<file path="src/rtl/biquad_ctrl_pkg.sv">
// Shared encodings for the biquad sequencer: FSM states and the datapath
// mux select codes for coefficient, operand and accumulator seed.
package biquad_ctrl_pkg;

  typedef enum logic [3:0] {
    ST_IDLE = 4'd0,
    ST_CAP  = 4'd1,
    ST_F1   = 4'd2,
    ST_F2   = 4'd3,
    ST_FST  = 4'd4,
    ST_Y0   = 4'd5,
    ST_Y1   = 4'd6,
    ST_Y2   = 4'd7,
    ST_YST  = 4'd8,
    ST_DONE = 4'd9
  } state_t;

  localparam logic [2:0] SEL_ZERO = 3'd0;
  localparam logic [2:0] SEL_A1   = 3'd1;
  localparam logic [2:0] SEL_A2   = 3'd2;
  localparam logic [2:0] SEL_B0   = 3'd3;
  localparam logic [2:0] SEL_B1   = 3'd4;
  localparam logic [2:0] SEL_B2   = 3'd5;

  localparam logic [1:0] OP_ZERO  = 2'd0;
  localparam logic [1:0] OP_FK1   = 2'd1;
  localparam logic [1:0] OP_FK2   = 2'd2;
  localparam logic [1:0] OP_FK    = 2'd3;

  localparam logic [1:0] SEED_ZERO = 2'd0;
  localparam logic [1:0] SEED_UK   = 2'd1;
  localparam logic [1:0] SEED_YK   = 2'd2;

  // States that drive the shared MAC and dwell MAC_WAIT+1 cycles.
  function automatic logic is_mac(input state_t s);
    return (s == ST_F1) || (s == ST_F2) || (s == ST_Y0) ||
           (s == ST_Y1) || (s == ST_Y2);
  endfunction

endpackage

</file>
<file path="src/rtl/biquad_ctrl_if.sv">
// Select/strobe bundle between the biquad sequencer (master) and the
// datapath mux plus sample-rate source (slave).
interface biquad_ctrl_if;
  logic       start;
  logic [2:0] controlS;
  logic [1:0] controlC;
  logic [1:0] controlZ;
  logic       uk_ld;
  logic       acc_init;
  logic       acc_en;
  logic       fk_ld;
  logic       yk_ld;
  logic       hist_shift;
  logic       busy;
  logic       done;
  logic       overrun;

  modport master (
    input  start,
    output controlS, controlC, controlZ,
    output uk_ld, acc_init, acc_en, fk_ld, yk_ld, hist_shift,
    output busy, done, overrun
  );

  modport slave (
    output start,
    input  controlS, controlC, controlZ,
    input  uk_ld, acc_init, acc_en, fk_ld, yk_ld, hist_shift,
    input  busy, done, overrun
  );
endinterface

</file>
<file path="src/rtl/biquad_ctrl.sv">
// Biquad IIR sequencer: walks the single-MAC datapath through the feedback
// and feedforward sections per sample request, with Moore-decoded selects.
module biquad_ctrl
  import biquad_ctrl_pkg::*;
#(
  parameter int MAC_WAIT = 0
) (
  input  logic          clk,
  input  logic          reset,
  biquad_ctrl_if.master bus
);

  localparam logic [2:0] WAIT_INIT = 3'(MAC_WAIT);

  state_t     r_state;
  state_t     w_state_nxt;
  logic [2:0] r_wait;
  logic [2:0] w_wait_nxt;
  logic       r_overrun;
  logic       w_last;
  logic       w_busy;

  logic [2:0] w_sel_s;
  logic [1:0] w_sel_c;
  logic [1:0] w_sel_z;
  logic       w_uk_ld;
  logic       w_acc_init;
  logic       w_acc_en;
  logic       w_fk_ld;
  logic       w_yk_ld;
  logic       w_hist_shift;
  logic       w_done;

  assign w_last = (r_wait == 3'd0);
  assign w_busy = (r_state != ST_IDLE);

  always_ff @(posedge clk) begin
    if (!reset) begin
      r_state   <= ST_IDLE;
      r_wait    <= 3'd0;
      r_overrun <= 1'b0;
    end else begin
      r_state <= w_state_nxt;
      r_wait  <= w_wait_nxt;
      if (bus.start && w_busy)
        r_overrun <= 1'b1;
    end
  end

  always_comb begin
    w_state_nxt = r_state;
    w_wait_nxt  = r_wait;
    case (r_state)
      ST_IDLE: if (bus.start) w_state_nxt = ST_CAP;
      ST_CAP:  w_state_nxt = ST_F1;
      ST_F1:   if (w_last) w_state_nxt = ST_F2;
      ST_F2:   if (w_last) w_state_nxt = ST_FST;
      ST_FST:  w_state_nxt = ST_Y0;
      ST_Y0:   if (w_last) w_state_nxt = ST_Y1;
      ST_Y1:   if (w_last) w_state_nxt = ST_Y2;
      ST_Y2:   if (w_last) w_state_nxt = ST_YST;
      ST_YST:  w_state_nxt = ST_DONE;
      ST_DONE: w_state_nxt = ST_IDLE;
      default: w_state_nxt = ST_IDLE;
    endcase
    // Reload on entry to each MAC state; count down while dwelling.
    if ((w_state_nxt != r_state) && is_mac(w_state_nxt))
      w_wait_nxt = WAIT_INIT;
    else if (is_mac(r_state) && !w_last)
      w_wait_nxt = r_wait - 3'd1;
  end

  always_comb begin
    w_sel_s      = SEL_ZERO;
    w_sel_c      = OP_ZERO;
    w_sel_z      = SEED_ZERO;
    w_uk_ld      = 1'b0;
    w_acc_init   = 1'b0;
    w_acc_en     = 1'b0;
    w_fk_ld      = 1'b0;
    w_yk_ld      = 1'b0;
    w_hist_shift = 1'b0;
    w_done       = 1'b0;
    case (r_state)
      ST_CAP: w_uk_ld = 1'b1;
      ST_F1: begin
        w_sel_z    = SEED_UK;
        w_sel_s    = SEL_A1;
        w_sel_c    = OP_FK1;
        w_acc_init = w_last;
      end
      ST_F2: begin
        w_sel_s  = SEL_A2;
        w_sel_c  = OP_FK2;
        w_acc_en = w_last;
      end
      ST_FST: w_fk_ld = 1'b1;
      ST_Y0: begin
        w_sel_s    = SEL_B0;
        w_sel_c    = OP_FK;
        w_acc_init = w_last;
      end
      ST_Y1: begin
        w_sel_s  = SEL_B1;
        w_sel_c  = OP_FK1;
        w_acc_en = w_last;
      end
      ST_Y2: begin
        w_sel_s  = SEL_B2;
        w_sel_c  = OP_FK2;
        w_acc_en = w_last;
      end
      ST_YST: begin
        w_yk_ld      = 1'b1;
        w_hist_shift = 1'b1;
      end
      ST_DONE: w_done = 1'b1;
      default: ;
    endcase
  end

  assign bus.controlS   = w_sel_s;
  assign bus.controlC   = w_sel_c;
  assign bus.controlZ   = w_sel_z;
  assign bus.uk_ld      = w_uk_ld;
  assign bus.acc_init   = w_acc_init;
  assign bus.acc_en     = w_acc_en;
  assign bus.fk_ld      = w_fk_ld;
  assign bus.yk_ld      = w_yk_ld;
  assign bus.hist_shift = w_hist_shift;
  assign bus.busy       = w_busy;
  assign bus.done       = w_done;
  assign bus.overrun    = r_overrun;

endmodule

</file>
<file path="src/flat_wrapper.sv">
// flat-port wrapper written by rule: the top's interface ports become plain ports
module biquad_ctrl_flat import biquad_ctrl_pkg::*;
#(
  parameter int MAC_WAIT = 0
)
  (clk, reset, bus_start, bus_controlS, bus_controlC, bus_controlZ, bus_uk_ld, bus_acc_init, bus_acc_en, bus_fk_ld, bus_yk_ld, bus_hist_shift, bus_busy, bus_done, bus_overrun);
  biquad_ctrl_if bus_i ();
  input  logic clk;
  input  logic reset;
  input wire logic [$bits(bus_i.start)-1:0] bus_start;
  output wire logic [$bits(bus_i.controlS)-1:0] bus_controlS;
  output wire logic [$bits(bus_i.controlC)-1:0] bus_controlC;
  output wire logic [$bits(bus_i.controlZ)-1:0] bus_controlZ;
  output wire logic [$bits(bus_i.uk_ld)-1:0] bus_uk_ld;
  output wire logic [$bits(bus_i.acc_init)-1:0] bus_acc_init;
  output wire logic [$bits(bus_i.acc_en)-1:0] bus_acc_en;
  output wire logic [$bits(bus_i.fk_ld)-1:0] bus_fk_ld;
  output wire logic [$bits(bus_i.yk_ld)-1:0] bus_yk_ld;
  output wire logic [$bits(bus_i.hist_shift)-1:0] bus_hist_shift;
  output wire logic [$bits(bus_i.busy)-1:0] bus_busy;
  output wire logic [$bits(bus_i.done)-1:0] bus_done;
  output wire logic [$bits(bus_i.overrun)-1:0] bus_overrun;
  assign bus_i.start = bus_start;
  assign bus_controlS = bus_i.controlS;
  assign bus_controlC = bus_i.controlC;
  assign bus_controlZ = bus_i.controlZ;
  assign bus_uk_ld = bus_i.uk_ld;
  assign bus_acc_init = bus_i.acc_init;
  assign bus_acc_en = bus_i.acc_en;
  assign bus_fk_ld = bus_i.fk_ld;
  assign bus_yk_ld = bus_i.yk_ld;
  assign bus_hist_shift = bus_i.hist_shift;
  assign bus_busy = bus_i.busy;
  assign bus_done = bus_i.done;
  assign bus_overrun = bus_i.overrun;
  biquad_ctrl #(.MAC_WAIT(MAC_WAIT)) u_core (.clk(clk), .reset(reset), .bus(bus_i));
endmodule
</file>
<file path="config.mk">
export PLATFORM = sky130hd
export DESIGN_NAME = biquad_ctrl_flat
export DESIGN_NICKNAME = d
export VERILOG_FILES = /design/src/rtl/biquad_ctrl_pkg.sv /design/src/rtl/biquad_ctrl_if.sv /design/src/rtl/biquad_ctrl.sv /design/src/flat_wrapper.sv
export SDC_FILE = /design/constraint.sdc
export NUM_CORES = 1
export LEC_CHECK = 0
export ABC_CLOCK_PERIOD_IN_PS = 2200
export BUFFER_PORTS_ARGS = -buffer_cell sky130_fd_sc_hd__buf_2
export CORE_AREA = 2 2 41 43
export DETAILED_ROUTE_END_ITERATION = 16
export DIE_AREA = 0 0 43 45
export SYNTH_ARGS = -nofsm -noshare
export SYNTH_HDL_FRONTEND = slang
export SYNTH_SLANG_ARGS = --single-unit
</file>
<file path="constraint.sdc">
create_clock -name clk -period 2.2 [get_ports clk]
set_input_delay 0 -clock clk [delete_from_list [all_inputs] [get_ports clk]]
set_output_delay 0 -clock clk [all_outputs]
set_load 0.005 [all_outputs]
</file>
-- Word-level counts from Yosys, hierarchy flattened
Index checks and enable logic that the tools add are counted.
- bitwise logic cells: 1
- add/sub/neg operators: 1
- equality and inequality tests: 15
- mux-type cells: 16
- reductions and logical operators: 20
- operators with widths (operator ; number):
    case mux 4 bit (9 select lines) ; 1
    == test 4 x 3 -> 1 bit (second input constant) ; 7
    2-to-1 mux 4 bit ; 6
    == test 4 x 2 -> 1 bit (second input constant) ; 4
    case mux 3 bit (5 select lines) ; 1
    == test 4 bit (second input constant) ; 2
    logical OR 1 bit ; 8
    OR reduction 2 bit ; 4
    2-to-1 mux 1 bit ; 7
    case mux 2 bit (3 select lines) ; 1
    == test 4 x 1 -> 1 bit (second input constant) ; 1
    logical NOT 4 bit ; 1
    inequality test 4 bit ; 1
    nonzero test 4 bit ; 1
    logical AND 1 bit ; 3
    logical NOT 3 bit ; 1
    OR reduction 3 bit ; 1
    subtractor 3 x 1 -> 3 bit (second input constant) ; 1
    logical NOT 1 bit ; 1
    NOT 1 bit ; 1
- flip-flop bits (word level): 8
- word-level logic and storage cells: 56
- input bits: 3
- output and inout bits: 16

-- Logic depth before layout (Yosys ltp)
Gate-level depths: netlist of run 1.
- word-level depth: 10
- mapped depth: 6
- gate-level depth less buffers: 6

-- Worst setup path before layout of run 1
OpenSTA, ideal clock, no wires.
- path type: flip-flop to flip-flop
- from: reg u_core.r_wait[0]
- to: reg u_core.r_wait[0]
- buffers on the path: 0
- data required time: 2.071 ns
- path slack: 0.747 ns
- setup time: 0.129 ns
- arrival: 1.324 ns
- stages on the path, launching flop included: 7
- period minus slack after synthesis: 1.453 ns
- cell sequence: dfxtp_1 > inv_1 > ha_1 > ha_1 > a21oi_1 > o41ai_2 > nor2_1
- word-level cells in the longest chain between the ends: 10
- elaborated cells between the ends (all ways): 22
- classes of those cells: add/sub: 1; eq/ne: 6; mux: 6; reduce/logical: 9
- ends and longest elaborated chain (what ; RTL line ; source):
    start: declaration ; biquad_ctrl.sv:17 ; logic [2:0] r_wait;
    start signal: assignment ; biquad_ctrl.sv:44 ; r_wait <= w_wait_nxt;
    logical NOT 3 bit ; biquad_ctrl.sv:34 ; assign w_last = (r_wait == 3'd0);
    2-to-1 mux 4 bit (on tied branches) ; -- ;
    case mux 4 bit (9 select lines) ; biquad_ctrl.sv:53 ; case (r_state)
    == test 4 x 2 -> 1 bit ; biquad_ctrl_pkg.sv:36 ; return (s == ST_F1) || (s == ST_F2) || (s == ST_Y0) ||
    logical OR 1 bit (3 in a row) ; biquad_ctrl_pkg.sv:36 ;
    logical OR 1 bit ; biquad_ctrl_pkg.sv:37 ; (s == ST_Y1) || (s == ST_Y2);
    logical AND 1 bit ; biquad_ctrl.sv:67 ; if ((w_state_nxt != r_state) && is_mac(w_state_nxt))
    OR reduction 2 bit (no line) ; -- ;
Parallel ways exist; a longest one is shown, timed or not.
A chain may end at the register's enable or synchronous reset.

-- Final worst setup path of run 1
- from: reg u_core.r_wait[0]
- to: reg u_core.r_wait[1]
The elaborated chain is that of the path after synthesis.

==> results by group, run 1 <==
Run status
  • Outcome: finished clean

Synth
  • Seq cells post-synth: 8
  • Post-synth top area share: 0.291
  • Post-Synthesis Cell Area: 551 um^2
  • Average cell area after synthesis: 7.44 um^2
  • Commonest cells post-synth: nor2_1 (12), dfxtp_1 (8), a21oi_1 (6), inv_1 (6), nand2_1 (5)
  • Asr flop ratio synth: 0
  • Area leader, netlist: dfxtp_1
  • Post-synth EDFFs: 0
  • Sequential area share after synthesis: 0.291
  • Most frequent cell after synthesis: nor2_1
  • Predominant post-synthesis flop cell: dfxtp_1
  • Synth cell types: 29
  • Yosys warns: 0
  • Top cells by area, synth: dfxtp_1 (29%), nor2_1 (8.2%), a21oi_1 (5.5%)
  • Synthesized netlist cell count: 74
  • Syn_nets: 79

Route
  • WL final: 1170 um
  • Initial DRT Pass Iterations: 2
  • Wire per inst: 11.1 um
  • Post-DRT Antenna Nets: 0
  • Routed via count: 533
  • Vias per cell: 5.08
  • DRT iter0 DRCs: 6
  • Number of remaining DRC errors: 0

Timing
  • Minimum clock period: 1.59 ns
  • Setup TNS: 0 ns
  • Final period utilization: 0.723
  • Least-Margin Pin Slew: 0.561 ns
  • RSZ-0062 raised after global routing: no
  • Fmax: 628 MHz
  • Final Hold Violating Endpoints: 0
  • Max-slew violations: 0
  • Setup violators final: 0
  • Rel. slew slack: 0.626
  • Clock Skew: 0.000432 ns

Die
  • Die Width: 43 um
  • Initial core utilization: 0.374
  • CORE AREA: 1470 um^2
  • Die Y: 45 um
  • Num rows: 14
  • # IOs: 19
  • Die ar.: 1940 um^2

Clock tree
  • CTS tree: built
  • Hold buffers post-CTS: 0
  • Clock Sinks: 8
  • Cts repair resizes: 0
  • H-tree depth: 1
  • Clock Latency Late Sink: 0.25 ns
  • Root Driver: clkbuf_4
  • Clock Path Buffers: 2
  • Clock transition at path regs: 0.05 ns
  • Post-CTS setup buffers: 0
  • CTS Buf Count: 3

Worst setup path
  • Critical Path End Type: register
  • CP Data Required Time: 2.36 ns
  • Ordered cell list for the critical path: inv_1 > ha_1 > ha_1 > a211oi_4 > nor2_1 > a211oi_1
  • Crit path max-delay cell type: dfxtp_1
  • Max incr delay on CP: 0.34 ns
  • Crit-path max FO: 7
  • Buf/Inv on CP: 1
  • Critical Path Start Type: register
  • Most used cell along the critical path: ha_1
  • Crit path DAT: 1.75 ns
  • Critical path class: reg -> reg
  • Crit-path leading delay family: compound AO/OA/AOI/OAI gates

Pwr
  • Max VDD drop: 242 uV
  • Sequential power share: 0.465
  • Power per cell area: 559 nW/um^2
  • Int Pwr: 253 uW
  • Clock share of power: 0.310
  • Combinational fraction of design power: 0.225
  • Switch Pwr: 111 uW
  • Power, Total: 365 uW
  • Switching Fraction: 0.305
  • Pleak: 0.000288 uW

Flow run
  • Max-cap viol count: 0

Layout
  • Layout Area Growth over Synthesis: 18.4%
  • Area of the multi-input gates: 334 um^2
  • Share of cells above drive strength 1: 0.270
  • Nets: 96
  • Register area: 160 um^2
  • Ant. Diodes: 0
  • FILL cells: 161
  • Final Core Density: 0.443

Global route
  • Total GRT Usage: 0.140
  • GRT overflow: 0
  • Global-route wire length before repair: 1970 um
  • Initial antenna violation count: 0
  • Largest net degree at the start of global routing: 18
  • Vias in the first global route: 446

Place
  • Placer Congestion: 0.790
  • Post-detail-place hpwl: 876 um
  • PortBufs: 17

Min path
  • Worst hold-check path type: in -> reg
## cells by family (layout without fill, tap and decap cells)
logic type      count (synthesis)  in the layout  share of synthesized area
simple gates                   33             33                      0.293
compound gates                 15             15                      0.214
buf+inv                        12             27                      0.102
flops                           8              8                      0.291
xor+xnor                        3              3                     0.0477
fa+ha+maj                       2              2                     0.0454
other cells                     1              1                    0.00681
## placed cells by master (no fill, tap or decap), types with 2 or more instances in the layout
cell,count
buf_2,17
nand2b_1,3
clkbuf_4,3
nor3_1,3
nand3_1,2
dfxtp_1,8
a211oi_1,3
nor4_1,2
ha_1,2
xnor2_1,2
nand2_1,5
a21oi_1,6
inv_1,6
nor2_1,12
## worst min-delay path: stages
cell	delay, ns
buf_2	0.09
a21oi_1	0.06
nor2b_1	0.10
## power groups by stage
| stage | logic (uW) | clock network (uW) | registers [uW] |
|---|---|---|---|
| 5_1_grt | 93.5 | 127 | 171 |
| 6_report | 81.9 | 113 | 169 |
| 3_3_place_gp | 82.7 | 0 | 172 |
| 4_1_cts | 83.0 | 121 | 169 |
| 2_1_floorplan | 65.6 | 0 | 162 |
| 3_5_place_dp | 82.4 | 0 | 173 |
## routing by layer
metal / vias to the layer above / GRT usage / part of all wire / wire length [um]
li1: 281 / - / - / -
met1: 234 / 0.188 / 0.51 / 595
met2: 16 / 0.191 / 0.42 / 493
met3: 2 / 0.0360 / 0.054 / 63
met4: 0 / 0.109 / 0.010 / 12
met5: - / 0 / 0 / 0
## cell type report
type	instances	area share
sequential	8	0.246
inverter	6	0.0345
clock buffer	3	0.0345
timing repair buffer	18	0.142
multi-input combinational	54	0.512
tap	16	0.0307
## state kept, by name (all words and copies together) (netlist names)
name	flops
u_core.bus.overrun	1
u_core.r_state	4
u_core.r_wait	3
## stage by stage
stage                     area, um^2  std cells  setup slack (ns)  hold slack [ns]
after floorplan                  551         74             0.747            0.118
after global placement           629        102             0.651            0.268
after detailed placement         629        102             0.587            0.274
after CTS                        652        105             0.586           0.0170
after global routing             652        105             0.460           0.0222
final                            652        105             0.609           0.0254
## path summary, 6_finish.rpt
check / slack, ns / end / from / depth (start not counted)
hold / removal: 0.03 / u_core.bus.overrun / bus_start / 3
hold reg to reg: 0.50 / u_core.bus.overrun / u_core.bus.overrun / 2
setup reg to reg: 0.61 / u_core.r_wait[1] / u_core.r_wait[0] / 6
setup / recovery: 0.61 / u_core.r_wait[1] / u_core.r_wait[0] / 6
Power figures use the tool's default switching activity.
==> inputs of run 2 (changes only) <==
--- a/config.mk
+++ b/config.mk
@@ -5,11 +5,12 @@
 export SDC_FILE = /design/constraint.sdc
 export NUM_CORES = 1
 export LEC_CHECK = 0
-export ABC_CLOCK_PERIOD_IN_PS = 2200
+export ABC_AREA = 1
+export ABC_CLOCK_PERIOD_IN_PS = 1450
 export BUFFER_PORTS_ARGS = -buffer_cell sky130_fd_sc_hd__buf_2
-export CORE_AREA = 2 2 41 43
+export CORE_AREA = 2 2 43 45
 export DETAILED_ROUTE_END_ITERATION = 16
-export DIE_AREA = 0 0 43 45
+export DIE_AREA = 0 0 45 47
 export SYNTH_ARGS = -nofsm -noshare
 export SYNTH_HDL_FRONTEND = slang
 export SYNTH_SLANG_ARGS = --single-unit
==> constraint.sdc (replaced) <==
create_clock -name clk -period 1.45 [get_ports clk]
set_input_delay 0 -clock clk [delete_from_list [all_inputs] [get_ports clk]]
set_output_delay 0 -clock clk [all_outputs]
set_load 0.005 [all_outputs]
==> results by group, run 2 <==
Layout
  • Commonest non-fill, non-tap cell in the layout: nand2_1
  • Max reg flops: 4
  • Layout Area Growth over Synthesis: 35.7%
  • Most frequent cells in the layout: nand2_1 (26), buf_2 (17), inv_1 (15), nor2_1 (12)
  • Largest reg by FF count: u_core.r_state
  • Ant. Diodes: 0
  • Share of cells above drive strength 1: 0.429
  • FILL cells: 170
  • Nets: 133

Timing
  • Clock Skew: 0.00238 ns
  • Final WS setup: 0.00353 ns
  • Final Hold Violating Endpoints: 0
  • Max-slew violations: 0
  • WHS: 0.0142 ns
  • Setup violators final: 0
  • Final period utilization: 0.998
  • Fmax: 691 MHz
  • RSZ-0062 raised after global routing: yes
  • Minimum clock period: 1.45 ns

Die
  • Die Width: 45 um
  • Initial core utilization: 0.369
  • # IOs: 19
  • Die ar.: 2120 um^2
  • Die Y: 47 um
  • Num rows: 15
  • CORE AREA: 1650 um^2

Worst setup path
  • Critical Path End Type: register
  • CP Data Required Time: 1.63 ns
  • FF-to-FF path depth: 12
  • Crit path max-delay cell type: dfxtp_2
  • Reg2reg start: u_core.r_wait[1]
  • Most used cell along the critical path: nand2_2
  • Crit-path leading delay family: simple AND/OR/NAND/NOR gates
  • Crit path DAT: 1.63 ns
  • Critical path class: reg -> reg
  • Critical Path Start Type: register
  • Max incr delay on CP: 0.33 ns
  • Crit-path max FO: 6
  • Ordered cell list for the critical path: inv_2 > ha_4 > ha_4 > nand4_1 > nand2_2 > nor2_4 > nand2_2 > nand2_1 > nand3_1 > nand2_1 > nand2_2 > nor2_1
  • R2r setup slk: 0.004 ns
  • Worst r2r dst: u_core.r_wait[1]
  • Buf/Inv on CP: 1

Synth
  • Average cell area after synthesis: 5.97 um^2
  • Synthesized netlist cell count: 102
  • Synth cell types: 19
  • Post-synth EDFFs: 0
  • Area leader, netlist: dfxtp_1
  • Sequential area share after synthesis: 0.263
  • Asr flop ratio synth: 0
  • Syn_nets: 107
  • Seq cells post-synth: 8
  • Most frequent cell after synthesis: nand2_1
  • Post-Synthesis Cell Area: 609 um^2
  • Commonest cells post-synth: nand2_1 (27), inv_1 (18), nor2_1 (14)
  • Top cells by area, synth: dfxtp_1 (26%), nand2_1 (17%), inv_1 (11%)
  • Yosys warns: 0
  • Post-synth top area share: 0.263
  • Predominant post-synthesis flop cell: dfxtp_1

Global route
  • GR peak layer: met2
  • Total GRT Usage: 0.135
  • Largest net degree at the start of global routing: 7
  • Met3 capacity usage during global routing: 0.0269
  • M1 GR Usage: 0.176
  • GRT met2 Usage: 0.211
  • Initial antenna violation count: 0
  • GRT overflow: 0
  • Vias in the first global route: 525
  • Global-route wire length before repair: 2080 um

Route
  • DRT iter0 DRCs: 15
  • Number of remaining DRC errors: 0
  • Wire per inst: 8.90 um
  • Routed via count: 643
  • Vias per cell: 4.50
  • WL final: 1270 um
  • Post-DRT Antenna Nets: 0
  • Initial DRT Pass Iterations: 4

Clock tree
  • Clock transition at path regs: 0.05 ns
  • Clock Sinks: 8
  • Clock Latency Late Sink: 0.25 ns
  • Clock Path Buffers: 2
  • CTS tree: built
  • H-tree depth: 1
  • CTS Buf Count: 3
  • Root Driver: clkbuf_4

Pwr
  • Max VDD drop: 550 uV
  • Pleak: 0.000450 uW
  • Power, Total: 674 uW
  • Power per cell area: 815 nW/um^2

Place
  • Post-detail-place hpwl: 1040 um
  • Placer Congestion: 0.830
  • PortBufs: 17
  • DP Worst Slack: -0.0852 ns

Min path
  • Hold Crit Depth: 3
  • Hold path start: reset
  • Worst Hold End: u_core.r_wait[2]
  • Worst hold-check path type: in -> reg

Flow run
  • Max-cap viol count: 0

Run status
  • Outcome: finished clean
run 2: changes by cell type in the layout (fill, tap and decap cells not counted), sizes merged, moves of 2 or more:
| cell | change |
|---|---|
| nand2 | +25 |
| nor2 | +8 |
| buf | +5 |
| inv | +13 |
| xnor2 | -2 |
| nor3 | -2 |
| nand2b | -3 |
| nand3 | +4 |
| a211oi | -4 |
| nor4 | -2 |
run 2: power by group:
group          leakage [uW]  internal, uW  total (uW)  switching (uW)
logic              0.000368           115         254             139
clock network     0.0000138          94.2         163            68.6
registers         0.0000681           237         257            19.8
run 2: worst register-to-register path, delay by kind of cell (launching register included):
kind | cells | cell delay, ns
adders and majority gates | 2 | 0.32
and+or+nand+nor | 9 | 0.69
buffers and inverters | 1 | 0.04
DFF | 1 | 0.33
run 2: routing by layer:
metal,vias up,routed length [um],share of wire
li1,353,-,-
met1,271,635,0.50
met2,17,554,0.44
met3,2,65,0.051
met4,0,19,0.015
met5,-,0,0
run 2: kinds of logic (layout without fill, tap and decap cells):
| family | after synthesis | in the layout | synth area share |
|---|---|---|---|
| and+or+nand+nor | 60 | 60 | 0.450 |
| buffers and inverters | 22 | 46 | 0.160 |
| AOI/OAI and AO/OA | 8 | 8 | 0.0657 |
| DFF | 8 | 8 | 0.263 |
| adders and majority gates | 2 | 2 | 0.0411 |
| other | 1 | 1 | 0.00615 |
| xor gates and xnor gates | 1 | 1 | 0.0144 |
run 2: through the flow:
stage,cells,util,setup TNS (ns),instance area [um^2]
detailed placement,138,0.442,-0.253,729
floorplan,102,-,0,612
global route,143,0.501,-0.347,827
CTS,143,0.486,0,803
finish,143,0.501,0,827
global placement,138,0.442,-0.117,729
run 2: what timing repair did:
action | in CTS | in global routing
hold endpoints to repair | 1 | 0
hold buffers | 1 | 0
resized for setup | 10 | 9
pin swaps | 3 | 1
setup endpoints to repair | 4 | 6
buffers inserted | 1 | 0
run 2: worst max-delay path by stage:
stage | startpoint | to | slack [ns] | cells past startpoint
2_1_floorplan | u_core.r_wait[0] | u_core.r_wait[0] | 0.005 | 13
3_3_place_gp | u_core.r_wait[0] | u_core.r_wait[1] | -0.04 | 12
3_5_place_dp | u_core.r_wait[0] | u_core.r_wait[0] | -0.09 | 12
4_1_cts | u_core.r_wait[1] | u_core.r_wait[0] | 0.006 | 13
5_1_grt | u_core.r_wait[1] | u_core.r_wait[0] | -0.13 | 12
6_report | u_core.r_wait[1] | u_core.r_wait[1] | 0.004 | 12
run 2: area by class of cell:
cell class | count | area, um^2 | area share
flip-flops and latches | 8 | 170 | 0.206
clock buffers | 3 | 22.5 | 0.0272
inverters | 19 | 73.8 | 0.0893
well taps | 17 | 21.3 | 0.0257
repair buffers | 24 | 140 | 0.169
multi-input cells | 72 | 399 | 0.483
